===== src/rtl/debounce_sync.sv =====
// debounce_sync: conditions one raw asynchronous input into a clean, synchronous
// level. A flop synchronizer feeds a four-state qualification FSM. The FSM drives
// a registered level, one-cycle rise/fall pulses and a counter of accepted rises.
//
// Handshake note: this block has no valid/ready interface. Its outputs are
// levels and pulses. rise/fall are registered, high for one cycle only, and
// are never high together.
module debounce_sync #(
    parameter int SYNC_STAGES     = 2,
    parameter int DEBOUNCE_CYCLES = 4,
    parameter int EVT_W           = 8
) (
    input  logic             clk,
    input  logic             rst,
    input  logic             din,
    output logic             dout,
    output logic             rise,
    output logic             fall,
    output logic             busy,
    output logic [EVT_W-1:0] evt_cnt
);

    localparam int CNT_W = $clog2(DEBOUNCE_CYCLES + 1);
    localparam logic [CNT_W-1:0] CNT_LAST = CNT_W'(DEBOUNCE_CYCLES - 1);
    localparam logic [CNT_W-1:0] CNT_ONE  = CNT_W'(1);

    localparam logic [1:0] IDLE_LO = 2'd0;
    localparam logic [1:0] WAIT_HI = 2'd1;
    localparam logic [1:0] IDLE_HI = 2'd2;
    localparam logic [1:0] WAIT_LO = 2'd3;

    logic [SYNC_STAGES-1:0] sync_q;
    logic                   sync_out;
    logic [1:0]             state_q, state_d;
    logic [CNT_W-1:0]       cnt_q, cnt_d;
    logic                   dout_q, dout_d;
    logic                   rise_q, rise_d;
    logic                   fall_q, fall_d;
    logic [EVT_W-1:0]       evt_q, evt_d;

    assign sync_out = sync_q[SYNC_STAGES-1];

    // Synchronizer chain: din enters at bit 0 and shifts toward the FSM.
    always_ff @(posedge clk) begin
        if (rst) begin
            sync_q <= '0;
        end else begin
            sync_q <= {sync_q[SYNC_STAGES-2:0], din};
        end
    end

    // Qualification FSM next-state logic. A new level is accepted only after
    // DEBOUNCE_CYCLES consecutive mismatching samples. Any sample that matches
    // the current level restarts qualification from zero.
    always_comb begin
        state_d = state_q;
        cnt_d   = cnt_q;
        dout_d  = dout_q;
        rise_d  = 1'b0;
        fall_d  = 1'b0;
        evt_d   = evt_q;
        case (state_q)
            IDLE_LO: begin
                dout_d = 1'b0;
                cnt_d  = '0;
                if (sync_out) begin
                    if (DEBOUNCE_CYCLES == 1) begin
                        state_d = IDLE_HI;
                        dout_d  = 1'b1;
                        rise_d  = 1'b1;
                        evt_d   = evt_q + EVT_W'(1);
                    end else begin
                        state_d = WAIT_HI;
                        cnt_d   = CNT_ONE;
                    end
                end
            end
            WAIT_HI: begin
                if (!sync_out) begin
                    state_d = IDLE_LO;
                    cnt_d   = '0;
                end else if (cnt_q == CNT_LAST) begin
                    state_d = IDLE_HI;
                    cnt_d   = '0;
                    dout_d  = 1'b1;
                    rise_d  = 1'b1;
                    evt_d   = evt_q + EVT_W'(1);
                end else begin
                    cnt_d = cnt_q + CNT_ONE;
                end
            end
            IDLE_HI: begin
                dout_d = 1'b1;
                cnt_d  = '0;
                if (!sync_out) begin
                    if (DEBOUNCE_CYCLES == 1) begin
                        state_d = IDLE_LO;
                        dout_d  = 1'b0;
                        fall_d  = 1'b1;
                    end else begin
                        state_d = WAIT_LO;
                        cnt_d   = CNT_ONE;
                    end
                end
            end
            WAIT_LO: begin
                if (sync_out) begin
                    state_d = IDLE_HI;
                    cnt_d   = '0;
                end else if (cnt_q == CNT_LAST) begin
                    state_d = IDLE_LO;
                    cnt_d   = '0;
                    dout_d  = 1'b0;
                    fall_d  = 1'b1;
                end else begin
                    cnt_d = cnt_q + CNT_ONE;
                end
            end
            default: begin
                state_d = IDLE_LO;
                cnt_d   = '0;
                dout_d  = 1'b0;
            end
        endcase
    end

    // FSM, counters and output registers. Reset discards any candidate in flight.
    always_ff @(posedge clk) begin
        if (rst) begin
            state_q <= IDLE_LO;
            cnt_q   <= '0;
            dout_q  <= 1'b0;
            rise_q  <= 1'b0;
            fall_q  <= 1'b0;
            evt_q   <= '0;
        end else begin
            state_q <= state_d;
            cnt_q   <= cnt_d;
            dout_q  <= dout_d;
            rise_q  <= rise_d;
            fall_q  <= fall_d;
            evt_q   <= evt_d;
        end
    end

    assign busy    = (state_q == WAIT_HI) || (state_q == WAIT_LO);
    assign dout    = dout_q;
    assign rise    = rise_q;
    assign fall    = fall_q;
    assign evt_cnt = evt_q;

endmodule


===== config.mk =====
export PLATFORM = sky130hd
export DESIGN_NAME = debounce_sync
export DESIGN_NICKNAME = d
export VERILOG_FILES = /design/src/rtl/debounce_sync.sv
export SDC_FILE = /design/constraint.sdc
export NUM_CORES = 1
export LEC_CHECK = 0
export ABC_AREA = 1
export BUFFER_PORTS_ARGS = -buffer_cell sky130_fd_sc_hd__buf_2
export CORE_UTILIZATION = 58
export CTS_CLUSTER_DIAMETER = 60
export CTS_CLUSTER_SIZE = 28
export DETAILED_ROUTE_END_ITERATION = 7
export GPL_ROUTABILITY_DRIVEN = 0
export PLACE_DENSITY = 0.88
export SYNTH_ARGS = -nofsm -noshare
export SYNTH_HDL_FRONTEND = slang
export SYNTH_SLANG_ARGS = --single-unit

===== constraint.sdc =====
create_clock -name clk -period 2.49 [get_ports clk]
set_input_delay 0.1245 -clock clk [delete_from_list [all_inputs] [get_ports clk]]
set_output_delay 0.1245 -clock clk [all_outputs]
set_load 0.01 [all_outputs]

==> Word-level counts from Yosys, hierarchy flattened <==
Index checks and enable logic that the tools add are counted.
{ "classes": {"n_reduce_logical": 7, "mux": 19, "n_bitwise": 3, "eq_ne": 12, "n_addsub": 2} }
{ "op_table": {"columns": ["cell", "n"], "rows": [
  ["2-bit 2-to-1 mux", 6],
  ["2-bit inequality test (second input constant)", 6],
  ["3-bit one-hot mux with 4 select lines", 1],
  ["3-bit 2-to-1 mux", 3],
  ["8-bit by 1-bit adder with 8-bit output (second input constant)", 1],
  ["2-bit one-hot mux with 4 select lines", 1],
  ["4-bit AND reduction", 2],
  ["1-bit 2-to-1 mux", 7],
  ["3-bit inequality test (second input constant)", 2],
  ["3-bit OR reduction", 2],
  ["2-bit equality test (second input constant)", 2],
  ["1-bit one-hot mux with 4 select lines", 1],
  ["3-bit by 1-bit adder with 3-bit output (second input constant)", 1],
  ["3-bit by 2-bit equality test with 1-bit output (second input constant)", 1],
  ["1-bit inverter", 3],
  ["3-bit AND reduction", 1],
  ["2-bit by 1-bit equality test with 1-bit output (second input constant)", 1],
  ["2-bit zero test", 1],
  ["1-bit logical OR", 1]
]} }
{ "word_totals": {"elab_cells": 50, "output_inout_bits": 12, "input_bits": 3, "reg_bits": 18} }

==> Logic depth before layout (Yosys ltp) <==
Gate-level depths: netlist of the first run.
{ "logic_depth": {"depth_word": 4, "mapped_depth": 10, "depth_no_buf": 10} }

==> Worst setup path after synthesis of the first run <==
No wires, ideal clock.
{ "synth_timing": {"path_kind": "register -> register", "startpoint": "reg (tool-made name)", "endpoint": "reg cnt_q[0]", "path_stages_with_launch": 9, "t_arrival_ps": 1151, "path_slack_ps": 1219, "synth_period_minus_slack_ps": 1271, "setup_ps": 119, "n_path_buf": 0, "t_required_ps": 2371, "path_cell_list": "dfxtp_1 inv_1 ha_1 nand2_4 clkinv_2 a21oi_1 inv_1 nand2_1 a21oi_1"} }
{ "synth_rtl": {"columns": ["element", "line", "source"], "rows": [
  ["end signal, assigned", "138", "cnt_q <= cnt_d;"],
  ["end, declared", "35", "logic [CNT_W-1:0] cnt_q, cnt_d;"]
]} }

==> results of run 1 <==
## layer usage
metal  up-vias  track usage [%]  share of wire [%]
li1        431                -                  -
met1       403             30.0                 44
met2        25             41.2                 50
met3         3             6.47                5.3
met4         0             7.50                1.2
met5         -                0                  0
## logic make-up after synthesis
| family | count (synthesis) | share of synthesized area (%) |
|---|---|---|
| xor+xnor | 1 | 0.936 |
| flops | 18 | 38.5 |
| buf+inv | 25 | 10.6 |
| fa+ha+maj | 7 | 9.36 |
| compound gates | 18 | 10.2 |
| simple gates | 58 | 30.5 |
## cell type report
| type | count | area (um^2) |
|---|---|---|
| Clock buffer | 4 | 36.3 |
| Fill cell | 127 | 455 |
| Inverter | 23 | 87.6 |
| Multi-Input combinational cell | 84 | 477 |
| Sequential cell | 18 | 360 |
| Tap cell | 16 | 20.0 |
| Timing Repair Buffer | 14 | 70.1 |
## path summary, 6_finish.rpt
check                             endpoint  slack, ns  depth (start not counted)
worst min-delay path             sync_q[0]       0.01                          3
worst max-delay path                  busy       0.94                          5
worst max register to register  evt_cnt[7]       1.03                         10
worst min register to register   sync_q[1]       0.42                          2
## worst reg2reg max path, cell delays in order, from the launching register on
cell and delay (ns):
dfxtp_1 0.35, inv_1 0.11, ha_1 0.28, nand2_4 0.09, clkinv_2 0.08, nand2_4 0.09, nor2_4 0.13, nand3_1 0.08
nand2_1 0.07, inv_1 0.04, nor2_1 0.09
## cells in the final DEF, fill, tap and decap left out, drive strengths merged
cell	n
xor2	1
o21ai	7
and3	1
a21oi	9
nor2	18
nand4	4
clkbuf	4
dfxtp	18
nand2	25
o21bai	2
nand3	7
nor4	2
inv	22
nor3	1
clkinv	1
buf	14
ha	7
## power by group through the flow
stage / clock network, mW / logic [mW] / registers (mW)
after floorplan: 0 / 0.0600 / 0.311
after global placement: 0 / 0.0733 / 0.312
after detailed placement: 0 / 0.0770 / 0.313
after CTS: 0.189 / 0.0782 / 0.306
after global routing: 0.198 / 0.0925 / 0.308
final: 0.186 / 0.0780 / 0.306
## sequential cells by signal, summed over array words and instances, names as in the netlist, named ones only
register	count
cnt_q	3
dout	1
evt_cnt	8
fall	1
rise	1
state_q	1
sync_q	2
==> results.txt, run 1 <==
Status - finished, final reports clean
Worst hold slack - 0.0131 ns
RSZ-0062 raised after global routing - no
Worst Setup End Kind - output port
Post-synth top area cell - dfxtp_1
Final design area excluding fillers - 1050 um^2
Instance count of the mapped netlist - 127
Gr usage total - 24.3%
Core Region - 1510 um^2
Number of DRC markers in iteration 0 - 13
Setup Viol. Count Final - 0
DP Worst Slack - 1.06 ns
Final #Nets - 154
Fin cells - 159
Hold Startpoint - din
CP Launch Type - flip-flop
Ys flop type - dfxtp_1
CTS max path bufs - 2
CTS buffer count - 3
DIE AREA - 1780 um^2
Post-synth top cells - nand2_1, inv_1, dfxtp_1
Setup Fix Bufs, Post-CTS - 0
Inst Count DP - 155
Worst path buffer plus inverter count - 3
Placed wire-length estimate - 1420 um
DR WL/cell - 11.8 um
Tightest Pin Transition - 0.329 ns
Register area share after synthesis - 38.5%
Pins Over Slew Limit - 0
N_diodes - 0
Fin crit share - 62.4%
First-pass GRT wire length - 3290 um
Num rows - 14
Worst skew pair latency - 0.30 ns
Slowest CP cell - dfxtp_1
CTS tree - done
Switch share - 27.2%
Share of cells above drive strength 1 - 19.6%
Clock Pin Slew Worst Setup and Hold Paths - 0.11 ns
Fmax - 643 MHz
Pint - 415 uW
Final Total Pwr - 571 uW
CP cell instances - inv_1, ha_1, nor2_1, inv_1, buf_2
Horiz. Die Dim - 42.2 um
Post-Syn Area - 936 um^2
Warning count from the yosys run - 0
Psw - 155 uW
Number of vias per cell - 5.42
Dpl cell area - 1010 um^2
Most frequent cell after synthesis - nand2_1
Combinational Power Share - 13.7%
Clock power frac - 32.6%
Hold Path Class - in -> reg
Clock Root Buffer - clkbuf_4
TNS Setup - 0 ns
Largest cells by area after synthesis - dfxtp_1, ha_1, nand2_1
Max-Cap Viols - 0
Pleak - 0.519 nW
Worst Path Required - 2.37 ns
Fin crit period - 1.55 ns
Reg power frac - 53.7%
Initial Util - 62.1%
Clk sinks - 18
Largest net degree at the start of global routing - 11
WL final - 1880 um
Number of enable flip-flop cells after synthesis - 0
Critical Path AT - 1.43 ns
Library cells used by synthesis - 22
Yosys reg bits - 18
Port-buffer cells - 14
Setup ws final - 0.935 ns
Asr flop ratio synth - 0%
Final Core Density - 69.8%
Crit path kind - reg -> out
Mapped Nets - 137
Critical Path Max Stage Delay - 0.39 ns
Vias in the first global route - 757
Post-CTS Hold Fix Bufs - 0
CP max FO - 4
Drt first pass iters - 4
Mapped Avg Cell Area - 7.37 um^2
Clk_skew - 0.00207 ns
Power Density - 543 nW/um^2
CTS H-Tree Depth - 1
Maximum vdd ir drop - 0.326 mV
Post-route DRC violation count - 0
Most used cell, CP - inv_1
Cell family with most CP delay - flip-flops
Area delta synth->final - 12.3%
I/O pin cnt - 15
Vias - 862
Grt ovf - 0
ANT nets after route - 0
Synth top area share - 38.5%
Die Y - 42.2 um
Hold Fails Final Rpt - 0
Slew headroom - 78.0%
Initial antenna violation count - 0
# resized after CTS - 0
No activity file was read; power rests on OpenSTA's default activity.
==> run 2: changes to the inputs <==
--- a/config.mk
+++ b/config.mk
@@ -7,12 +7,12 @@
 export LEC_CHECK = 0
 export ABC_AREA = 1
 export BUFFER_PORTS_ARGS = -buffer_cell sky130_fd_sc_hd__buf_2
-export CORE_UTILIZATION = 58
+export CORE_UTILIZATION = 54
 export CTS_CLUSTER_DIAMETER = 60
 export CTS_CLUSTER_SIZE = 28
 export DETAILED_ROUTE_END_ITERATION = 7
 export GPL_ROUTABILITY_DRIVEN = 0
-export PLACE_DENSITY = 0.88
+export PLACE_DENSITY = 0.83
 export SYNTH_ARGS = -nofsm -noshare
 export SYNTH_HDL_FRONTEND = slang
 export SYNTH_SLANG_ARGS = --single-unit
==> constraint.sdc (replaced) <==
create_clock -name clk -period 1.5 [get_ports clk]
set_input_delay 0.075 -clock clk [delete_from_list [all_inputs] [get_ports clk]]
set_output_delay 0.075 -clock clk [all_outputs]
set_load 0.01 [all_outputs]
==> run 2 against run 1 <==
The run now ends with design-rule violations left. Clock-buffer cell count did not move. Largest cell class unchanged. Clock skew rose by 0.0031 ns. Highest routed layer unchanged. Critical endpoint unchanged. Sequential cell count did not move. Cell count rose by 1.3%. Die area rose by 7.0%. Sequential power rose by 64%.
==> results.txt, run 2 (synthesis gave the netlist of run 1 again) <==
Post-route DRC violation count - 2 (+2)
I/O pin cnt - 15 (unchanged)
Vias in the first global route - 724 (-4.4%)
Fin crit share - 96.0%
Critical Path AT - 1.37 ns (-0.06 ns)
Placed wire-length estimate - 1340 um (-5.5%)
Pins Over Slew Limit - 0 (unchanged)
First-pass GRT wire length - 2880 um (-12%)
CP Launch Type - flip-flop
Inst Count DP - 156 (+0.65%)
Critical Path Max Stage Delay - 0.33 ns (-0.06 ns)
Hold Startpoint - rst
Hold Path Class - in -> reg
N_diodes - 0 (unchanged)
DIE AREA - 1900 um^2 (+7.0%)
Fill cells - 133 (+4.7%)
Num rows - 14 (unchanged)
Worst Setup End Kind - output port
Power Density - 884 nW/um^2 (+63%)
Grt ovf - 0 (unchanged)
Fmax - 694 MHz
Core Region - 1560 um^2 (+3.5%)
Largest net degree at the start of global routing - 11 (unchanged)
Setup ws final - 0.0598 ns (-0.875 ns)
Failing checks - design-rule violations
ANT nets after route - 0 (unchanged)
Clock Root Buffer - clkbuf_4
Drt first pass iters - 6 (+2)
Vias - 823 (-4.5%)
CP cell instances - buf_4, ha_1, nor2_4, inv_1, buf_2
Clock Pin Slew Worst Setup and Hold Paths - 0.11 ns (about the same)
Slew headroom - 77.9% (-0.089 points)
Max reg flops - 8 (unchanged)
Crit path kind - reg -> out
Leading cell type in the layout, fill and taps excluded - nand2_1
Final design area excluding fillers - 1080 um^2 (+2.6%)
Worst Path Required - 1.42 ns (-0.95 ns)
CTS H-Tree Depth - 1 (unchanged)
DP Worst Slack - 0.0849 ns (-0.976 ns)
Gr usage total - 20.0% (-4.3 points)
Cell family with most CP delay - flip-flops
CTS max path bufs - 2 (unchanged)
Final Total Pwr - 953 uW (+67%)
Port-buffer cells - 14 (unchanged)
Horiz. Die Dim - 43.6 um (+3.5%)
Share of cells above drive strength 1 - 21.4% (+1.8 points)
Fin crit period - 1.44 ns
Most frequent cells in the layout - nand2_1, inv_1, dfxtp_1
Clk_skew - 0.00520 ns (+0.00313 ns)
DR WL/cell - 10.8 um (-8.4%)
CTS tree - done
Number of vias per cell - 5.11 (-5.7%)
Critical path launch point - state_q[0]
CP max FO - 5 (+1)
Worst skew pair latency - 0.29 ns (about the same)
Tightest Pin Transition - 0.331 ns (+0.00133 ns)
Slowest CP cell - dfxtp_1
WL final - 1740 um (-7.3%)
Die Y - 43.6 um (+3.5%)
Number of DRC markers in iteration 0 - 16 (+3)
Initial antenna violation count - 0 (unchanged)
Hold Fails Final Rpt - 0 (unchanged)
RSZ-0062 raised after global routing - yes
CTS buffer count - 3 (unchanged)
Dpl cell area - 1020 um^2 (+0.74%)
Maximum vdd ir drop - 0.517 mV (+59%)
Worst path buffer plus inverter count - 3 (unchanged)
Final #Nets - 156 (+1.3%)
Max-Cap Viols - 0 (unchanged)
Status - complete, but fails checks
TNS Setup - 0 ns (unchanged)
Setup Viol. Count Final - 0 (unchanged)
Pleak - 0.530 nW (+2.1%)
Clk sinks - 18 (unchanged)
Initial Util - 60.0% (-2.1 points)
Area delta synth->final - 15.2%
Fin cells - 161 (+1.3%)
==> run 2: changes by cell type in the layout (fill, tap and decap cells not counted) <==
cell           before  now
ha_1                7    6
nor2_1             15   14
buf_4               0    1
nor2_4              3    4
dlygate4sd3_1       0    1
ha_2                0    1
==> run 2: path summary, 6_finish.rpt <==
kind / end / slack [ns] / cells past startpoint
worst max-delay path: busy / 0.06 / 5
worst min-delay path: flip-flop / 0.06 / 2
worst max register to register: evt_cnt[7] / 0.08 / 10
worst min register to register: sync_q[1] / 0.41 / 2
==> run 2: per-stage QoR <==
step	util (%)	hold slack [ns]
after detailed placement	65.6	0.290
after global routing	69.2	0.0716
after global placement	65.6	0.277
after floorplan	-	0.182
final	69.2	0.0647
after CTS	68.7	0.0615
==> run 2: area by class of cell <==
class	instances	area [um^2]	area share, %
multi-input cells	84	487	45.1
flip-flops and latches	18	360	33.4
repair buffers	16	87.6	8.12
inverters	23	87.6	8.12
clock buffers	4	36.3	3.36
well taps	16	20.0	1.86
==> run 2: what timing repair did <==
action	in CTS	in global routing
hold endpoints to repair	1	0
gates resized for setup	1	2
hold buffers	1	0
endpoints found under the setup margin	1	4
buffers inserted	0	0
==> run 2: where the power goes <==
| part | switching [mW] | internal (mW) |
|---|---|---|
| clock network | 0.154 | 0.148 |
| registers | 0.0103 | 0.493 |
| logic | 0.0886 | 0.0595 |
| total | 0.253 | 0.700 |
==> run 2: per-layer routing <==
metal	global-route usage [%]	part of all wire, %	vias to the layer above
li1	-	-	435
met1	27.3	50	365
met2	31.3	45	21
met3	5.00	4.4	2
met4	5.63	0.75	0
met5	0	0	-
==> run 2: worst reg2reg max path: stages, from the launching register on <==
cell and delay [ns]:
dfxtp_1 0.35, inv_1 0.10, ha_2 0.27, nand2_4 0.08, clkinv_2 0.09, nand2_4 0.09, nor2_4 0.12, nand3_1 0.09
nand2_1 0.07, inv_1 0.03, nor2_1 0.08
==> run 3: changes to the inputs <==
--- a/config.mk
+++ b/config.mk
@@ -5,14 +5,14 @@
 export SDC_FILE = /design/constraint.sdc
 export NUM_CORES = 1
 export LEC_CHECK = 0
-export ABC_AREA = 1
+export ABC_AREA = 0
 export BUFFER_PORTS_ARGS = -buffer_cell sky130_fd_sc_hd__buf_2
-export CORE_UTILIZATION = 54
+export CORE_UTILIZATION = 52
 export CTS_CLUSTER_DIAMETER = 60
 export CTS_CLUSTER_SIZE = 28
 export DETAILED_ROUTE_END_ITERATION = 7
 export GPL_ROUTABILITY_DRIVEN = 0
-export PLACE_DENSITY = 0.83
+export PLACE_DENSITY = 0.81
 export SYNTH_ARGS = -nofsm -noshare
 export SYNTH_HDL_FRONTEND = slang
 export SYNTH_SLANG_ARGS = --single-unit
==> constraint.sdc (replaced) <==
create_clock -name clk -period 1.6 [get_ports clk]
set_input_delay 0.08 -clock clk [delete_from_list [all_inputs] [get_ports clk]]
set_output_delay 0.08 -clock clk [all_outputs]
set_load 0.01 [all_outputs]
==> run 3 against run 2 <==
The flow now finishes without violations. Highest routed layer is now met3. Sequential cell count is the same. Sequential power shrank 5.0%. First-iteration DRC count shrank 6.3%. Via count shrank 17%. Area after synthesis shrank 9.2%. Cell area shrank 7.9%. Cell count shrank 24%. Power shrank 9.5%. Largest cell class unchanged. Critical path depth is the same. Non-clock buffer count is the same. Clock skew shrank 0.0024 ns. Combinational power shrank 22%.
==> results.txt, run 3 <==
Fin crit period - 1.56 ns
Worst skew pair latency - 0.29 ns (about the same)
Area delta synth->final - 16.9%
Slew headroom - 75.7% (-2.2 points)
Fmax - 640 MHz
Library cells used by synthesis - 28 (+27%)
Leading cell type in the layout, fill and taps excluded - dfxtp_1
Power Density - 868 nW/um^2 (-1.8%)
Hold Path Class - in -> reg
Vias - 679 (-17%)
Horiz. Die Dim - 42.4 um (-2.8%)
Worst hold slack - 0.00684 ns (-0.0579 ns)
WL final - 1490 um (-15%)
Final #Nets - 117 (-25%)
Die Y - 42.4 um (-2.8%)
CTS H-Tree Depth - 1 (unchanged)
Clock Pin Slew Worst Setup and Hold Paths - 0.10 ns (about the same)
Initial antenna violation count - 0 (unchanged)
Max reg flops - 8 (unchanged)
Psw - 212 uW (-16%)
Clk sinks - 18 (unchanged)
First-pass GRT wire length - 2360 um (-18%)
Combinational Power Share - 13.3% (-2.2 points)
Setup Viol. Count Final - 0 (unchanged)
ANT nets after route - 0 (unchanged)
Warning count from the yosys run - 0 (unchanged)
Fill cells - 134 (+0.75%)
Clock power frac - 31.3% (-0.4 points)
Most frequent cells in the layout - dfxtp_1, buf_2, nor2_1
Largest family of logic cells by synthesized area - simple AND/OR/NAND/NOR gates
CTS max path bufs - 2 (unchanged)
Drt first pass iters - 4 (-2)
Share of cells above drive strength 1 - 24.5% (+3.1 points)
Critical Path Max Stage Delay - 0.42 ns (+0.09 ns)
Synth top area share - 42.4% (+3.9 points)
Pleak - 0.449 nW (-15%)
Number of DRC markers in iteration 0 - 15 (-1)
Crit path kind - reg -> reg
Largest net degree at the start of global routing - 19 (+8)
Mux contribution to synthesized area - 3.53% (+3.5 points)
Number of vias per cell - 5.57 (+8.9%)
Critical Path AT - 1.74 ns (+0.37 ns)
Post-synth top cells - dfxtp_1, nor2_1, ha_1
Post-Synth Simple-Gate Area - 24.6% (-5.9 points)
Mapped Avg Cell Area - 9.55 um^2 (+30%)
Placed wire-length estimate - 1090 um (-18%)
CP Launch Type - flip-flop
Ys flop type - dfxtp_1
Worst Setup End Kind - flip-flop
Final Core Density - 65.2% (-4.0 points)
Number of enable flip-flop cells after synthesis - 0 (unchanged)
Post-synth top area cell - dfxtp_1
Synth Area in Compound Gates - 9.57% (-0.59 points)
Pint - 650 uW (-7.2%)
Register area - 360 um^2 (unchanged)
Mapped Nets - 99 (-28%)
Switch share - 24.6% (-1.9 points)
Worst Path Required - 1.78 ns (+0.36 ns)
Fin crit share - 97.7%
Largest cells by area after synthesis - dfxtp_1, ha_1, nor2_1
Instance count of the mapped netlist - 89 (-30%)
Slowest CP cell - dfxtp_1
Setup Fix Bufs, Post-CTS - 0 (unchanged)
Vias in the first global route - 561 (-23%)
Max-Cap Viols - 0 (unchanged)
# resized after CTS - 0 (-1)
CP max FO - 6 (+1)
Multi-input logic area - 469 um^2 (-3.6%)
Post-CTS Hold Fix Bufs - 0 (-1)
Tightest Pin Transition - 0.362 ns (+0.0309 ns)
Maximum vdd ir drop - 0.641 mV (+24%)
Synth Area in XOR/XNOR - 5.15% (+4.2 points)
CTS tree - done
Grt ovf - 0 (unchanged)
Post-Syn Area - 850 um^2 (-9.2%)
Asr flop ratio synth - 0% (unchanged)
DR WL/cell - 12.2 um (+13%)
Register area share after synthesis - 42.4% (+3.9 points)
Clk_skew - 0.00285 ns (-0.00235 ns)
Gr usage total - 17.4% (-2.6 points)
Reg power frac - 55.4% (+2.6 points)
DIE AREA - 1800 um^2 (-5.5%)
Yosys reg bits - 18 (unchanged)
I/O pin cnt - 15 (unchanged)
Pins Over Slew Limit - 0 (unchanged)
Core Region - 1520 um^2 (-2.2%)
N_diodes - 0 (unchanged)
Clock Root Buffer - clkbuf_4
Post-route DRC violation count - 0 (-2)
CTS buffer count - 3 (unchanged)
Status - finished, final reports clean
Initial Util - 55.7% (-4.3 points)
Num rows - 14 (unchanged)
Adder-Cell Fraction of Synth Area - 10.3% (+0.95 points)
Most frequent cell after synthesis - dfxtp_1
Hold Fails Final Rpt - 0 (unchanged)
RSZ-0062 raised after global routing - yes
CP cell instances - ha_2, nor4b_1, a311oi_1, mux2i_1, nor2_1
Port-buffer cells - 14 (unchanged)
-- run 3: cell types whose count changed after synthesis, moves of 4 or more --
cell / change
nand3_1: -4
or3_1: +4
inv_1: -13
nand2_1: -18
nor2_1: -6
o21ai_1: -5
a21oi_1: -4
-- run 3: layer usage --
metal	global-route usage [%]	up-vias	routed length (um)
li1	-	347	-
met1	22.8	320	720
met2	26.5	12	687
met3	7.76	0	78
met4	3.75	0	0
met5	0	-	0
-- run 3: cell type report --
| type | instances | area share [%] |
|---|---|---|
| repair buffers | 16 | 8.56 |
| inverters | 6 | 2.27 |
| flip-flops and latches | 18 | 36.3 |
| well taps | 16 | 2.02 |
| clock buffers | 4 | 3.65 |
| multi-input cells | 62 | 47.2 |
-- run 3: metrics by stage --
stage / cells / area [um^2] / power, mW / setup slack [ns] / setup TNS (ns)
2_1_floorplan: 89 / 850 / 0.567 / 0.131 / 0
3_3_place_gp: 118 / 940 / 0.590 / 0.0997 / 0
3_5_place_dp: 118 / 940 / 0.594 / 0.0628 / 0
4_1_cts: 122 / 976 / 0.866 / 0.0502 / 0
5_1_grt: 122 / 993 / 0.907 / -0.0480 / -0.0480
6_report: 122 / 993 / 0.862 / 0.0363 / 0
-- run 3: kinds of logic after synthesis --
kind of cell / after synthesis
simple gates: 34
flops: 18
compound gates: 13
buf+inv: 9
fa+ha+maj: 7
xor+xnor: 5
mux: 3
-- run 3: worst paths after layout --
check	startpoint	endpoint	slack [ns]	cells past startpoint
setup reg to reg	state_q[0]	dout	0.04	5
hold / removal	din	sync_q[0]	0.007	2
setup / recovery	state_q[0]	dout	0.04	5
hold reg to reg	sync_q[0]	sync_q[1]	0.46	1
-- run 3: power groups by stage --
stage	logic (mW)	registers, mW	clock network [mW]
5_1_grt	0.126	0.480	0.302
3_3_place_gp	0.105	0.486	0
6_report	0.115	0.478	0.270
3_5_place_dp	0.108	0.487	0
2_1_floorplan	0.0834	0.483	0
4_1_cts	0.108	0.477	0.280
-- run 3: critical path, delay by kind of cell, from the launching register on --
| kind | cells | cell delay (ns) |
|---|---|---|
| fa+ha+maj | 1 | 0.29 |
| flops | 1 | 0.42 |
| compound gates | 1 | 0.38 |
| simple gates | 2 | 0.14 |
| mux | 1 | 0.23 |
